$ cat src/rtl/baw_pkg.sv
`default_nettype none
// ============================================================================
// Module      : baw_pkg
// Description : Shared constants, result encoding and popcount helper for the
//               Black-and-White card tracker.
// Revision    : 1.0 - initial release
// ============================================================================
package baw_pkg;

  localparam int          NUM_TILES  = 9;
  localparam logic [8:0]  FULL_DECK  = 9'h1FF;
  localparam logic [8:0]  BLACK_MASK = 9'b010101010;
  localparam logic [8:0]  WHITE_MASK = 9'b101010101;

  typedef enum logic [1:0] {
    RES_DRAW = 2'd0,
    RES_P1   = 2'd1,
    RES_P2   = 2'd2
  } res_e;

  function automatic logic [3:0] popcnt9(input logic [8:0] v);
    logic [3:0] n;
    n = 4'd0;
    for (int i = 0; i < NUM_TILES; i++) n = n + {3'b000, v[i]};
    return n;
  endfunction

endpackage
`default_nettype wire

$ cat src/rtl/baw_card_tracker_if.sv
`default_nettype none
// ============================================================================
// Module      : baw_card_tracker_if
// Description : Strobe/select inputs and card/count/result outputs of the
//               card tracker, with master (game FSM side) and slave modports.
// Revision    : 1.0 - initial release
// ============================================================================
interface baw_card_tracker_if;
  logic [8:0] sel;
  logic       p1_commit;
  logic       p2_commit;
  logic       hand_clr;
  logic [8:0] p1_card;
  logic [8:0] p2_card;
  logic [3:0] p1_hand;
  logic [3:0] p2_hand;
  logic       p1_hand_valid;
  logic       p2_hand_valid;
  logic       p1_hand_is_black;
  logic       p2_hand_is_black;
  logic [3:0] p1_black;
  logic [3:0] p1_white;
  logic [3:0] p2_black;
  logic [3:0] p2_white;
  logic [1:0] match_result;
  logic       p1_err;
  logic       p2_err;

  modport master (
    output sel, p1_commit, p2_commit, hand_clr,
    input  p1_card, p2_card, p1_hand, p2_hand, p1_hand_valid, p2_hand_valid,
           p1_hand_is_black, p2_hand_is_black, p1_black, p1_white,
           p2_black, p2_white, match_result, p1_err, p2_err
  );

  modport slave (
    input  sel, p1_commit, p2_commit, hand_clr,
    output p1_card, p2_card, p1_hand, p2_hand, p1_hand_valid, p2_hand_valid,
           p1_hand_is_black, p2_hand_is_black, p1_black, p1_white,
           p2_black, p2_white, match_result, p1_err, p2_err
  );
endinterface
`default_nettype wire

$ cat src/rtl/baw_card_tracker_deck.sv
`default_nettype none
// ============================================================================
// Module      : baw_player_deck
// Description : One player's card mask, committed hand and colour counts.
//               Optional select checking under BAW_SEL_CHECK_EN.
// Revision    : 1.0 - initial release
// ============================================================================
module baw_player_deck
  import baw_pkg::*;
(
  input  logic       clk,
  input  logic       reset,
  input  logic [8:0] sel_i,
  input  logic       commit_i,
  input  logic       clr_i,
  output logic [8:0] card_o,
  output logic [3:0] hand_o,
  output logic       hand_valid_o,
  output logic       hand_is_black_o,
  output logic [3:0] black_o,
  output logic [3:0] white_o,
  output logic       err_o
);

  logic [8:0] card_q, card_d;
  logic [3:0] hand_q, hand_d;
  logic       valid_q, valid_d;
  logic       err_q, err_d;
  logic [3:0] w_idx;
  logic       w_accept;

  always_comb begin
    // Descending scan so the lowest set bit is the last one written.
    w_idx = 4'd0;
    for (int i = NUM_TILES - 1; i >= 0; i--) begin
      if (sel_i[i]) w_idx = 4'(i);
    end
  end

`ifdef BAW_SEL_CHECK_EN
  logic w_onehot;
  logic w_ok;
  assign w_onehot = (sel_i != 9'd0) && ((sel_i & (sel_i - 9'd1)) == 9'd0);
  assign w_ok     = w_onehot && ((card_q & sel_i) != 9'd0);
  assign w_accept = commit_i && w_ok;
  assign err_d    = commit_i && !w_ok;
`else
  assign w_accept = commit_i;
  assign err_d    = 1'b0;
`endif

  always_comb begin
    card_d  = card_q;
    hand_d  = hand_q;
    valid_d = valid_q;
    if (clr_i) valid_d = 1'b0;
    if (w_accept) begin
      card_d  = card_q & ~sel_i;
      hand_d  = w_idx;
      valid_d = 1'b1;
    end
  end

  always_ff @(posedge clk) begin
    if (reset) begin
      card_q  <= FULL_DECK;
      hand_q  <= 4'd0;
      valid_q <= 1'b0;
      err_q   <= 1'b0;
    end else begin
      card_q  <= card_d;
      hand_q  <= hand_d;
      valid_q <= valid_d;
      err_q   <= err_d;
    end
  end

  assign card_o          = card_q;
  assign hand_o          = hand_q;
  assign hand_valid_o    = valid_q;
  assign hand_is_black_o = hand_q[0] & valid_q;
  assign black_o         = popcnt9(card_q & BLACK_MASK);
  assign white_o         = popcnt9(card_q & WHITE_MASK);
  assign err_o           = err_q;

endmodule
`default_nettype wire

$ cat src/rtl/baw_card_tracker.sv
`default_nettype none
// ============================================================================
// Module      : baw_card_tracker
// Description : Two player decks plus the committed-tile comparator.
//               Optional select checking: BAW_SEL_CHECK_EN.
// Revision    : 1.0 - initial release
// ============================================================================
module baw_card_tracker
  import baw_pkg::*;
(
  input  logic                     clk,
  input  logic                     reset,
  baw_card_tracker_if.slave        bus
);

  res_e w_res;

  baw_player_deck u_p1 (
    .clk             (clk),
    .reset           (reset),
    .sel_i           (bus.sel),
    .commit_i        (bus.p1_commit),
    .clr_i           (bus.hand_clr),
    .card_o          (bus.p1_card),
    .hand_o          (bus.p1_hand),
    .hand_valid_o    (bus.p1_hand_valid),
    .hand_is_black_o (bus.p1_hand_is_black),
    .black_o         (bus.p1_black),
    .white_o         (bus.p1_white),
    .err_o           (bus.p1_err)
  );

  baw_player_deck u_p2 (
    .clk             (clk),
    .reset           (reset),
    .sel_i           (bus.sel),
    .commit_i        (bus.p2_commit),
    .clr_i           (bus.hand_clr),
    .card_o          (bus.p2_card),
    .hand_o          (bus.p2_hand),
    .hand_valid_o    (bus.p2_hand_valid),
    .hand_is_black_o (bus.p2_hand_is_black),
    .black_o         (bus.p2_black),
    .white_o         (bus.p2_white),
    .err_o           (bus.p2_err)
  );

  always_comb begin
    w_res = RES_DRAW;
    if (bus.p1_hand_valid && bus.p2_hand_valid) begin
      if (bus.p1_hand > bus.p2_hand)      w_res = RES_P1;
      else if (bus.p2_hand > bus.p1_hand) w_res = RES_P2;
    end
  end

  assign bus.match_result = w_res;

endmodule
`default_nettype wire

$ cat src/flat_wrapper.sv
// flat-port wrapper written by rule: the top's interface ports become plain ports
module baw_card_tracker_flat import baw_pkg::*;
  (clk, reset, bus_sel, bus_p1_commit, bus_p2_commit, bus_hand_clr, bus_p1_card, bus_p2_card, bus_p1_hand, bus_p2_hand, bus_p1_hand_valid, bus_p2_hand_valid, bus_p1_hand_is_black, bus_p2_hand_is_black, bus_p1_black, bus_p1_white, bus_p2_black, bus_p2_white, bus_match_result, bus_p1_err, bus_p2_err);
  baw_card_tracker_if bus_i ();
  input  logic clk;
  input  logic reset;
  input wire logic [$bits(bus_i.sel)-1:0] bus_sel;
  input wire logic [$bits(bus_i.p1_commit)-1:0] bus_p1_commit;
  input wire logic [$bits(bus_i.p2_commit)-1:0] bus_p2_commit;
  input wire logic [$bits(bus_i.hand_clr)-1:0] bus_hand_clr;
  output wire logic [$bits(bus_i.p1_card)-1:0] bus_p1_card;
  output wire logic [$bits(bus_i.p2_card)-1:0] bus_p2_card;
  output wire logic [$bits(bus_i.p1_hand)-1:0] bus_p1_hand;
  output wire logic [$bits(bus_i.p2_hand)-1:0] bus_p2_hand;
  output wire logic [$bits(bus_i.p1_hand_valid)-1:0] bus_p1_hand_valid;
  output wire logic [$bits(bus_i.p2_hand_valid)-1:0] bus_p2_hand_valid;
  output wire logic [$bits(bus_i.p1_hand_is_black)-1:0] bus_p1_hand_is_black;
  output wire logic [$bits(bus_i.p2_hand_is_black)-1:0] bus_p2_hand_is_black;
  output wire logic [$bits(bus_i.p1_black)-1:0] bus_p1_black;
  output wire logic [$bits(bus_i.p1_white)-1:0] bus_p1_white;
  output wire logic [$bits(bus_i.p2_black)-1:0] bus_p2_black;
  output wire logic [$bits(bus_i.p2_white)-1:0] bus_p2_white;
  output wire logic [$bits(bus_i.match_result)-1:0] bus_match_result;
  output wire logic [$bits(bus_i.p1_err)-1:0] bus_p1_err;
  output wire logic [$bits(bus_i.p2_err)-1:0] bus_p2_err;
  assign bus_i.sel = bus_sel;
  assign bus_i.p1_commit = bus_p1_commit;
  assign bus_i.p2_commit = bus_p2_commit;
  assign bus_i.hand_clr = bus_hand_clr;
  assign bus_p1_card = bus_i.p1_card;
  assign bus_p2_card = bus_i.p2_card;
  assign bus_p1_hand = bus_i.p1_hand;
  assign bus_p2_hand = bus_i.p2_hand;
  assign bus_p1_hand_valid = bus_i.p1_hand_valid;
  assign bus_p2_hand_valid = bus_i.p2_hand_valid;
  assign bus_p1_hand_is_black = bus_i.p1_hand_is_black;
  assign bus_p2_hand_is_black = bus_i.p2_hand_is_black;
  assign bus_p1_black = bus_i.p1_black;
  assign bus_p1_white = bus_i.p1_white;
  assign bus_p2_black = bus_i.p2_black;
  assign bus_p2_white = bus_i.p2_white;
  assign bus_match_result = bus_i.match_result;
  assign bus_p1_err = bus_i.p1_err;
  assign bus_p2_err = bus_i.p2_err;
  baw_card_tracker u_core (.clk(clk), .reset(reset), .bus(bus_i));
endmodule
$ cat config.mk
export PLATFORM = sky130hd
export DESIGN_NAME = baw_card_tracker_flat
export DESIGN_NICKNAME = d
export VERILOG_FILES = /design/src/rtl/baw_pkg.sv /design/src/rtl/baw_card_tracker_if.sv /design/src/rtl/baw_card_tracker_deck.sv /design/src/rtl/baw_card_tracker.sv /design/src/flat_wrapper.sv
export SDC_FILE = /design/constraint.sdc
export NUM_CORES = 1
export LEC_CHECK = 0
export ABC_AREA = 1
export BUFFER_PORTS_ARGS = -buffer_cell sky130_fd_sc_hd__buf_2
export CAP_MARGIN = 20
export CORE_MARGIN = 10
export CORE_UTILIZATION = 49
export DETAILED_ROUTE_END_ITERATION = 16
export PLACE_DENSITY_LB_ADDON = 0.2
export SYNTH_ARGS = -nofsm -noshare
export SYNTH_HDL_FRONTEND = slang
export SYNTH_SLANG_ARGS = --single-unit
$ cat constraint.sdc
create_clock -name clk -period 4.1 [get_ports clk]
set_input_delay 0.41 -clock clk [delete_from_list [all_inputs] [get_ports clk]]
set_output_delay 0.41 -clock clk [all_outputs]
set_load 0.01 [all_outputs]
# ---- Word-level counts from Yosys, hierarchy flattened
# Cells that the tools add are included.
dict set report classes {
  n_lt_le_gt_ge 2
  n_shift 0
  muxes 15
  n_addsub 14
  n_mul 0
  n_eq_ne 0
  n_bitwise 5
  div_mod_pow 0
  n_reduce_logical 3
}
# operator n
set op_table {}
lappend op_table {{two-way mux 4 bit} 9}
lappend op_table {{AND 9 bit} 2}
lappend op_table {{adder 3 x 1 -> 4 bit} 4}
lappend op_table {{adder 2 x 1 -> 3 bit} 4}
lappend op_table {{NOT 9 bit} 1}
lappend op_table {{adder 1 x 1 -> 2 bit} 4}
lappend op_table {{adder 4 x 1 -> 4 bit} 2}
lappend op_table {{> comparator 4 bit} 2}
lappend op_table {{two-way mux 2 bit} 3}
lappend op_table {{nonzero test 2 bit} 2}
lappend op_table {{two-way mux 1 bit} 3}
lappend op_table {{AND 1 bit} 2}
lappend op_table {{logical AND 1 bit} 1}
dict set report totals {
  regBits 28
  rom_bits 0
  out_inout_bits 50
  latch_bits 0
  mem_count 0
  inputBits 14
  ram_bits 0
}

# ---- Logic depth before layout (Yosys ltp)
dict set report depth {
  depth_word 9
  mapped_depth 9
  depth_no_buf 9
}

# ---- By module
# A second synthesis with hierarchy kept.
dict set report unflattened {
  hier_cells 212
  hier_area_um2 1547.7
}
# module n_inst cells_per_inst seq_area_each_um2 area_each_um2
set by_module_without_submodules {}
lappend by_module_without_submodules {baw_player_deck 2 95 280.3 711.9}
lappend by_module_without_submodules {baw_card_tracker 1 22 0.0 123.9}

# ---- Least setup slack after synthesis
# No wires, ideal clock.
dict set report synth_path {
  kind {flip-flop to output port}
  from {reg u_core.u_p1.card_q[0], in the netlist u_core.u_p1.card_o[0]}
  to {out bus_p1_white[1]}
  stages_incl_launch_ff 6
  arrival_time_ns 1.674
  path_slack_ns 2.016
  path_cell_list {dfxtp_1 -> inv_1 -> fa_1 -> inv_1 -> fa_1 -> ha_1}
}
dict set report synth_between {
  elab_chain_cells 4
}
# element line
set synth_lines {}
lappend synth_lines {{from (decl)} baw_card_tracker_deck.sv:25} ;# logic [8:0] card_q, card_d;
lappend synth_lines {{from (signal assigned)} baw_card_tracker_deck.sv:71} ;# card_q <= card_d;
lappend synth_lines {{adder 1 x 1 -> 2 bit} baw_pkg.sv:24} ;# for (int i = 0; i < NUM_TILES; i++) n = n + {3'b000, v[i]};
lappend synth_lines {{adder 2 x 1 -> 3 bit} baw_pkg.sv:24}
lappend synth_lines {{adder 3 x 1 -> 4 bit} baw_pkg.sv:24}
lappend synth_lines {{adder 4 x 1 -> 4 bit} baw_pkg.sv:24}
lappend synth_lines {{to (decl)} flat_wrapper.sv:20} ;# output wire logic [$bits(bus_i.p1_white)-1:0] bus_p1_white;
# No other way between the ends.

# ---- Final worst setup path
# Same ends and word-level chain as after synthesis.

==> impl_metrics.py <==
metrics = {
    "floorplanning": {
        "die_h_um": 73.2,
        "die-width_um": 73.2,
        "effective_utilization_at_floorplan_pct": 50.8,
        "io-pin-count": 64,
        "design.die.area_mm2": 0.00536,
        "placeableCoreArea_mm2": 0.00273,
        "rows": 19,
    },
    "logic_synthesis": {
        "synth_top_cell_by_area": "sky130_fd_sc_hd__dfxtp_1",
        "synthTopCellsByCount": "sky130_fd_sc_hd__nand2_1, sky130_fd_sc_hd__inv_1, sky130_fd_sc_hd__dfxtp_1, sky130_fd_sc_hd__o21ai_0, sky130_fd_sc_hd__a21oi_1",
        "synth_seq_area_share_pct": 40.4,
        "ys.flop_type": "sky130_fd_sc_hd__dfxtp_1",
        "yosysMostFrequentCell": "sky130_fd_sc_hd__nand2_1",
        "top_area_cells_in_the_synthesized_netlist": "sky130_fd_sc_hd__dfxtp_1, sky130_fd_sc_hd__o21ai_0, sky130_fd_sc_hd__nand2_1",
        "post_synthesis_mean_instance_area_um2": 8.03,
        "ys.warnings.count": 0,
        "async_set_or_reset_register_ratio_after_synthesis_pct": 0,
        "synthesized_flop_and_latch_total": 28,
        "netlist-cell-type-count": 16,
        "synth_top_area_share_pct": 40.4,
        "synth-edff-count": 0,
        "post_synthesis_cell_area_mm2": 0.00139,
        "synthesis.instances": 173,
    },
    "setup_path": {
        "worstSetupStartpointType": "flop",
        "worst-path-max-fanout": 3,
        "critPathKind": "reg -> out",
        "critPathSlowestCell": "sky130_fd_sc_hd__fa_1",
        "endpoint_kind": "output pin",
        "arrival_time_reported_for_the_critical_path_endpoint_ns": 2.15,
        "crit_chain": "inv_1, fa_1, inv_1, fa_1, ha_1, buf_2",
        "worstPathRequired_ns": 3.69,
        "worst_path_dominant_cell_family": "adder cells",
        "cp.buffers_inverters": 3,
        "critPathMaxStageDelay_ns": 0.53,
    },
    "run": {
        "timing.max_cap.violations": 0,
    },
    "route": {
        "drc": 0,
        "drt_first_iter_violations": 50,
        "wire_per_inst_um": 13.7,
        "drt_wl_total_mm": 3.57,
        "postRouteAntennaNets": 0,
        "drt_pre_antenna_iters": 4,
        "number_of_vias_per_cell_after_detailed_routing": 4.83,
        "dr_total_vias": 1256,
    },
    "timing": {
        "fin_crit_ns": 2.56,
        "rsz0062_at_grt": "false",
        "fin_crit_sh_pct": 62.4,
        "slew_viol_final": 0,
        "timing.fmax_ghz": 0.391,
        "setup_failing_eps_final": 0,
        "timing.clock.skew_ns": 0,
        "hold_viol_final": 0,
        "setup-tns-final_ns": 0,
    },
    "clock_network": {
        "cts_made_buffers": 3,
        "cts_root_buf": "sky130_fd_sc_hd__clkbuf_4",
        "clock_tree_from_tritoncts": "built",
        "clockBufferDepth": 2,
        "cts_sinks": 28,
        "post_cts_hold_buffer_count": 0,
        "path_clk_slew_ns": 0.16,
        "ctsResizeCount": 0,
        "post-cts-setup-buffers": 0,
        "cts_max_level": 1,
        "worstSkewPairLatency_ns": 0.34,
    },
    "global_route": {
        "first_global_vias": 1235,
        "grt_start_max_net_pins": 27,
        "globalRoute.totalOverflow": 0,
        "globalRouteTotalUtil_pct": 13.0,
        "grt_first_pass_wirelength_mm": 5.67,
        "grt_antenna_before_repair": 0,
    },
    "hold_path": {
        "holdCritPathClass": "in -> reg",
    },
    "place": {
        "port_buffers": 57,
        "placed_area_mm2": 0.00167,
        "gp_congestion": 0.792,
        "place_hpwl_mm": 2.88,
    },
    "power_and_ir_drop": {
        "maximum_resistive_drop_on_vdd_mv": 0.274,
        "p_per_area_mw_per_mm2": 383,
        "power.leakage_uw": 0.000941,
    },
    "status": {
        "status": "completed",
    },
    "finish": {
        "finish.utilization_pct": 62.9,
        "flow.area_growth_from_synthesis_pct": 23.9,
        "num-nets-final": 260,
        "num_antenna_cells": 0,
        "share_of_final_layout_standard_cells_stronger_than_drive_strength_1_pct": 27.9,
        "post-route-cell-area_mm2": 0.00172,
    },
}
## layout make-up
cell class	instances	area [um2]
clock buffers	3	22.5
clock inverters	1	30.0
fillers	253	1010
inverters	35	131
multi-input cells	105	652
flip-flops and latches	28	561
well taps	31	38.8
repair buffers	57	285
## sequential cells by signal (all words and copies together) (netlist names)
signal,flops
u_core.u_p1.card_o,9
u_core.u_p1.hand_o,4
u_core.u_p1.hand_valid_o,1
u_core.u_p2.card_o,9
u_core.u_p2.hand_o,4
u_core.u_p2.hand_valid_o,1
## power breakdown
part	leakage (uW)	switching [uW]	internal [uW]
registers	0.000233	14.7	291
logic	0.000680	98.1	66.7
clock network	0.0000279	90.1	99.0
total	0.000941	203	456
## kinds of logic (layout without fill, tap and decap cells)
group           count (synthesis)  after routing  share of synthesized area [%]
fa+ha+maj                      16             16                           17.7
buf+inv                        45             96                           14.1
other cells                     1              6                          0.270
simple gates                   42             42                           12.9
compound gates                 41             41                           14.8
flops                          28             28                           40.4
## per-layer routing
layer | global-route usage [%] | wire (um)
met1 | 14.0 | 1530
met2 | 22.7 | 1680
met3 | 4.35 | 318
met4 | 5.06 | 47
met5 | 0 | 0
## cells in the final DEF (no fill, tap or decap)
| cell type | Yosys | final |
|---|---|---|
| sky130_fd_sc_hd__nand3_1 | 3 | 3 |
| sky130_fd_sc_hd__dfxtp_1 | 28 | 28 |
| sky130_fd_sc_hd__o21ai_1 | 3 | 3 |
| sky130_fd_sc_hd__bufinv_16 | 0 | 1 |
| sky130_fd_sc_hd__inv_2 | 2 | 2 |
| sky130_fd_sc_hd__conb_1 | 1 | 6 |
| sky130_fd_sc_hd__clkbuf_4 | 0 | 3 |
| sky130_fd_sc_hd__nand2_1 | 34 | 34 |
| sky130_fd_sc_hd__o21ai_0 | 26 | 26 |
| sky130_fd_sc_hd__a21oi_1 | 12 | 12 |
| sky130_fd_sc_hd__nor4_4 | 1 | 1 |
| sky130_fd_sc_hd__ha_1 | 10 | 10 |
| sky130_fd_sc_hd__inv_1 | 33 | 33 |
| sky130_fd_sc_hd__fa_1 | 6 | 6 |
| sky130_fd_sc_hd__nor2_1 | 4 | 4 |
| sky130_fd_sc_hd__buf_2 | 3 | 57 |
## per-stage QoR
step / worst slack, ns / hold WS [ns] / power [uW] / instances
after floorplan: 2.02 / 0.479 / 416 / 178
after global placement: 1.99 / 0.452 / 472 / 256
after detailed placement: 1.92 / 0.462 / 479 / 256
after CTS: 1.53 / 0.235 / 662 / 260
after global routing: 1.42 / 0.236 / 694 / 260
final: 1.54 / 0.234 / 659 / 260
## final timing paths
kind,end,slack (ns),depth (start not counted),from
min,u_core.u_p2.hand_valid_o,0.23,2,reset
min reg2reg,u_core.u_p1.card_o[0],0.48,2,u_core.u_p1.card_o[0]
max,bus_p1_white[1],1.54,6,u_core.u_p1.card_o[0]
max reg2reg,u_core.u_p1.hand_o[0],3.41,2,u_core.u_p1.hand_o[0]
Power figures use the tool's default switching activity.
